[src/rtl/cache_ctrl_pkg.sv]
// Shared types for the 2-way cache controller: FSM states and the layout
// of one way's line word, {valid, dirty, tag, block} from MSB down to LSB.
package cache_ctrl_pkg;

    typedef enum logic [2:0] {
        IDLE,
        LOOKUP,
        WRITEBACK,
        FILL,
        RESPOND
    } state_t;

    // The per-set lru bit is kept outside the line word.
    localparam int BLK_LSB = 0;

    function automatic int tag_lsb(input int data_w);
        return data_w;
    endfunction

    function automatic int dirty_pos(input int tag_w, input int data_w);
        return data_w + tag_w;
    endfunction

    function automatic int valid_pos(input int tag_w, input int data_w);
        return data_w + tag_w + 1;
    endfunction

    function automatic int line_w(input int tag_w, input int data_w);
        return data_w + tag_w + 2;
    endfunction

endpackage

[src/rtl/cache_victim_sel.sv]
// Victim way choice on a miss: the first invalid way (way0 first),
// otherwise the way named by the set's lru bit.
module cache_victim_sel
    import cache_ctrl_pkg::*;
(
    input  logic [1:0] valid,
    input  logic       lru,
    output logic       victim
);

    always_comb begin
        victim = lru;
        if (!valid[0])
            victim = 1'b0;
        else if (!valid[1])
            victim = 1'b1;
    end

endmodule

[src/rtl/cache_ctrl_2vias.sv]
// 2-way set-associative write-back / write-allocate cache controller.
// Define CACHE_CTRL_STATS_EN to add saturating hit_count / miss_count outputs.
module cache_ctrl_2vias
    import cache_ctrl_pkg::*;
#(
    parameter int TAG_W  = 4,
    parameter int IDX_W  = 1,
    parameter int DATA_W = 5
) (
    input  logic                   clock,
    input  logic                   reset,
    input  logic                   req_valid,
    output logic                   req_ready,
    input  logic                   req_write,
    input  logic [TAG_W-1:0]       req_tag,
    input  logic [IDX_W-1:0]       req_index,
    input  logic [DATA_W-1:0]      req_wdata,
    output logic                   rsp_valid,
    output logic [DATA_W-1:0]      rsp_rdata,
    output logic                   rsp_hit,
    output logic                   mem_rd_req,
    output logic                   mem_wr_req,
    output logic [TAG_W+IDX_W-1:0] mem_addr,
    output logic [DATA_W-1:0]      mem_wdata,
    input  logic [DATA_W-1:0]      mem_rdata,
    input  logic                   mem_ack
`ifdef CACHE_CTRL_STATS_EN
    ,
    output logic [15:0]            hit_count,
    output logic [15:0]            miss_count
`endif
);

    localparam int SETS = 1 << IDX_W;
    localparam int LW   = line_w(TAG_W, DATA_W);
    localparam int TL   = tag_lsb(DATA_W);
    localparam int DP   = dirty_pos(TAG_W, DATA_W);
    localparam int VP   = valid_pos(TAG_W, DATA_W);

    state_t state, state_next;

    logic [LW-1:0]     lines [SETS][2];
    logic [SETS-1:0]   lru;

    logic              cur_write;
    logic [TAG_W-1:0]  cur_tag;
    logic [IDX_W-1:0]  cur_index;
    logic [DATA_W-1:0] cur_wdata;
    logic              way;

    logic [LW-1:0]     line0, line1, hit_line, vic_line;
    logic              hit0, hit1, hit, victim, vic_dirty;
    logic [DATA_W-1:0] fill_data;

    assign line0     = lines[cur_index][0];
    assign line1     = lines[cur_index][1];
    assign hit0      = line0[VP] && (line0[TL +: TAG_W] == cur_tag);
    assign hit1      = line1[VP] && (line1[TL +: TAG_W] == cur_tag);
    assign hit       = hit0 || hit1;
    assign hit_line  = hit0 ? line0 : line1;
    assign vic_line  = victim ? line1 : line0;
    assign vic_dirty = vic_line[VP] && vic_line[DP];
    // Write-allocate: a write miss installs the CPU data, not the fetched block.
    assign fill_data = cur_write ? cur_wdata : mem_rdata;
    assign req_ready = (state == IDLE);

    cache_victim_sel u_victim (
        .valid  ({line1[VP], line0[VP]}),
        .lru    (lru[cur_index]),
        .victim (victim)
    );

    always_comb begin
        state_next = state;
        case (state)
            IDLE:      if (req_valid) state_next = LOOKUP;
            LOOKUP:    state_next = hit ? RESPOND : (vic_dirty ? WRITEBACK : FILL);
            WRITEBACK: if (mem_ack) state_next = FILL;
            FILL:      if (mem_ack) state_next = RESPOND;
            RESPOND:   state_next = IDLE;
            default:   state_next = IDLE;
        endcase
    end

    always_ff @(posedge clock) begin
        if (reset) begin
            state      <= IDLE;
            lru        <= '0;
            cur_write  <= 1'b0;
            cur_tag    <= '0;
            cur_index  <= '0;
            cur_wdata  <= '0;
            way        <= 1'b0;
            rsp_valid  <= 1'b0;
            rsp_rdata  <= '0;
            rsp_hit    <= 1'b0;
            mem_rd_req <= 1'b0;
            mem_wr_req <= 1'b0;
            mem_addr   <= '0;
            mem_wdata  <= '0;
            for (int s = 0; s < SETS; s++)
                for (int w = 0; w < 2; w++)
                    lines[s][w] <= '0;
        end else begin
            state      <= state_next;
            rsp_valid  <= (state_next == RESPOND);
            mem_wr_req <= (state_next == WRITEBACK);
            mem_rd_req <= (state_next == FILL);
            case (state)
                IDLE: if (req_valid) begin
                    cur_write <= req_write;
                    cur_tag   <= req_tag;
                    cur_index <= req_index;
                    cur_wdata <= req_wdata;
                end
                LOOKUP: begin
                    rsp_hit <= hit;
                    if (hit) begin
                        lru[cur_index] <= hit0;
                        if (cur_write) begin
                            lines[cur_index][hit1 && !hit0][BLK_LSB +: DATA_W] <= cur_wdata;
                            lines[cur_index][hit1 && !hit0][DP]               <= 1'b1;
                            rsp_rdata <= cur_wdata;
                        end else begin
                            rsp_rdata <= hit_line[BLK_LSB +: DATA_W];
                        end
                    end else begin
                        way       <= victim;
                        mem_addr  <= vic_dirty ? {vic_line[TL +: TAG_W], cur_index}
                                               : {cur_tag, cur_index};
                        mem_wdata <= vic_line[BLK_LSB +: DATA_W];
                    end
                end
                WRITEBACK: if (mem_ack) mem_addr <= {cur_tag, cur_index};
                FILL: if (mem_ack) begin
                    lines[cur_index][way] <= {1'b1, cur_write, cur_tag, fill_data};
                    lru[cur_index]        <= ~way;
                    rsp_rdata             <= fill_data;
                end
                default: ;
            endcase
        end
    end

`ifdef CACHE_CTRL_STATS_EN
    always_ff @(posedge clock) begin
        if (reset) begin
            hit_count  <= '0;
            miss_count <= '0;
        end else if (state == LOOKUP) begin
            if (hit && hit_count != 16'hFFFF)
                hit_count <= hit_count + 16'd1;
            if (!hit && miss_count != 16'hFFFF)
                miss_count <= miss_count + 16'd1;
        end
    end
`endif

endmodule

[config.mk]
export PLATFORM = sky130hd
export DESIGN_NAME = cache_ctrl_2vias
export DESIGN_NICKNAME = d
export VERILOG_FILES = /design/src/rtl/cache_ctrl_pkg.sv /design/src/rtl/cache_victim_sel.sv /design/src/rtl/cache_ctrl_2vias.sv
export SDC_FILE = /design/constraint.sdc
export NUM_CORES = 1
export LEC_CHECK = 0
export CAP_MARGIN = 30
export CORE_AREA = 2 2 128 92
export DETAILED_ROUTE_END_ITERATION = 10
export DIE_AREA = 0 0 130 94
export SLEW_MARGIN = 20
export SYNTH_ARGS = -nofsm -noshare
export SYNTH_HDL_FRONTEND = slang
export SYNTH_SLANG_ARGS = --single-unit
[constraint.sdc]
create_clock -name clock -period 3.53 [get_ports clock]
set_clock_uncertainty 0.15 [all_clocks]
set_input_delay 0.706 -clock clock [delete_from_list [all_inputs] [get_ports clock]]
set_output_delay 0.706 -clock clock [all_outputs]
set_load 0.05 [all_outputs]
==> flow_summary.toml <==
[critical_path]
crit_arrival_ns = 2.96
path_class = "reg2reg"
critical_path.startpoint_type = "register"
cp-end-kind = "register"
cp.required_ns = 3.40
cpPeakStageDelay_ns = 0.64
crit_slowest_cell = "dfxtp_1"
cp_max_fo = 11
crit_path_cell_trace = "mux2i_1, xor2_1, nand3_1, nor2_1, a31o_2, o21ai_2, nand2b_1"

[placement]
place_area_sq_um = 4636
dpl.hpwl_um = 7674
io_buffers = 39
routabilityCongestion = 0.8804

[detailed_routing]
routed_wl_um = 9898
wire_per_inst_um = 17.33
antenna_left = 0
dr.pass1.iters = 5
vias = 2981
drc = 0
drt_iter0_markers = 154
vias_per_cell = 5.221

[sta]
worst_pin_slew_ns = 0.5980
rsz0062_at_grt = "no"
min_period_ns = 3.084
timing.fmax_mhz = 324.3
hold_viol_final = 0
maxSlewViolCount = 0
finalSetupViolations = 0
setup_tns_ns = 0
fin_crit_sh_pct = 87.35
slew_headroom_pct = 59.98
timing.hold.ws_ns = 0.3267

[clocking]
ctsResizeCount = 0
clk_pin_slew_ns = 0.06
ctsHoldBuffers = 0
post-cts-setup-buffers = 0
clk_latency_ns = 0.34
htreeDepth = 3
cts_tree = "built"
cts_made_buffers = 9
clockBufferDepth = 2
root_buffer = "clkbuf_16"
clock-sinks = 81

[synthesis]
synthFlopType = "edfxtp_1"
synth_enable_flop_cells = 44
yosys_warnings = 0
yosysSeqAreaShare_pct = 50.31
synth_area_per_cell_sq_um = 10.87
synth.distinct_cells = 54
synthCells = 377
postSynth.asyncResetShare_pct = 0
synth_seq_cells = 81
synth_nets = 397
netlist_area_sq_um = 4099

[global_route]
grt_start_max_net_pins = 21
grt_pass1_wl_um = 15770
antenna_found_initial = 0
grt_pass1_vias = 2736
grt_overflow_total = 0
grtUsageTotal_pct = 17.71

[die]
coreArea_sq_um = 10930
initial_core_util_pct = 37.50
rows = 32
ioPinCount = 40
die_w_um = 130
die_area_sq_um = 12220
die_h_um = 94

[final_layout]
nNetsFinal = 433
layout_commonest_cell = "nor2_1"
num_antenna_cells = 0
seq_area_sq_um = 2062
postLayoutCellArea_sq_um = 4923
layout_common_cells = "50 x nor2_1, 44 x edfxtp_1, 38 x nand2_1, 38 x clkdlybuf4s50_1, 37 x dfxtp_1"
multi_input_area_sq_um = 1869
area_growth_pct = 20.12
nFillCells = 1043
layout-drive-gt1-share_pct = 16.99

[power_and_ir_drop]
vdd_ir_drop_max_v = 0.0002651
power_density_nw_per_um2 = 543.5
p_leak_nw = 1.712

[hold_path]
hold_path.class = "reg2reg"

[outcome]
status = "complete, no violations"

[flow_run]
drv_cap = 0
==> kinds of logic after synthesis <==
family | synth area share, %
multiplexers | 13.86
XOR/XNOR | 1.282
buffers and inverters | 4.090
AND/OR/NAND/NOR | 19.41
flip-flops | 50.31
AO/OA/AOI/OAI | 11.05
==> state kept, by name, indices dropped and copies added, names as in the netlist, 2 cells and up, named ones only <==
register and cells:
rsp_rdata 5, cur_wdata 5, mem_wdata 5, lru 2, state 3, lines 44
cur_tag 4, mem_addr 5
==> cell type report <==
class	instances	share of cell area (%)
clock buffer	10	4.651
tap	153	3.888
timing repair buffer	54	10.11
multi-input combinational	263	37.97
clock inverter	6	1.194
sequential	81	41.88
inverter	4	0.3050
==> layer usage <==
metal  share of wire (%)  global-route usage, %
met5                   0                      0
met2                  36                  21.60
met1                  53                  28.61
met4                 1.2                  4.839
met3                 9.8                  5.866
==> final timing paths <==
kind	slack, ns	cells past startpoint	to	start
worst max-delay path	0.45	7	lines[1][13]	register
worst min-delay path	0.33	2	rsp_rdata[4]	rsp_rdata[4]
worst max register to register	0.45	7	lines[1][13]	register
worst min register to register	0.33	2	rsp_rdata[4]	rsp_rdata[4]
==> cells in the mapped netlist (all sizes together), types with 2 or more instances <==
cell type / n / share of area [%]
a211oi: 11 / 2.5
o21a: 4 / 0.73
nor2b: 10 / 1.5
nor3: 18 / 3.1
xor2: 3 / 0.64
clkbuf: 12 / 1.1
edfxtp: 44 / 32
a31oi: 2 / 0.67
dfxtp: 37 / 18
o211ai: 3 / 0.55
inv: 3 / 0.27
xnor2: 3 / 0.64
a21o: 3 / 0.55
nand3: 5 / 0.61
and3: 4 / 0.61
nand2: 39 / 3.6
nand2b: 5 / 0.76
a221oi: 2 / 0.58
nor2: 52 / 5.0
mux4: 13 / 7.2
a21oi: 20 / 2.7
or2: 4 / 0.61
buf: 17 / 2.6
and2: 14 / 2.1
nor4: 4 / 0.92
mux2i: 26 / 6.3
o21ai: 7 / 1.0
==> worst max-delay path: cells and delay by family, from the launching register on <==
| family | cells | cell delay, ns |
|---|---|---|
| AND/OR/NAND/NOR | 3 | 0.89 |
| flip-flops | 1 | 0.64 |
| AO/OA/AOI/OAI | 2 | 0.57 |
| XOR/XNOR | 1 | 0.17 |
| multiplexers | 1 | 0.34 |
==> power by group <==
group	switching, mW	internal, mW	total, mW	leakage [nW]
Clock	0.368	0.543	0.910	0.136
Sequential	0.0743	1.07	1.14	0.756
Combinational	0.383	0.238	0.622	0.819
Total	0.825	1.85	2.68	1.71
==> through the flow <==
step / instances / setup slack (ns) / power (mW) / util [%]
6_report: 571 / 0.4464 / 2.676 / 45.04
5_1_grt: 571 / 0.1094 / 2.791 / 45.04
4_1_cts: 571 / 0.4369 / 2.693 / 45.04
3_5_place_dp: 555 / 0.4594 / 1.782 / 42.41
3_3_place_gp: 555 / 0.5210 / 1.774 / 42.41
2_1_floorplan: 377 / 0.9584 / 1.590 / -
(Power assumes the default switching activity.)
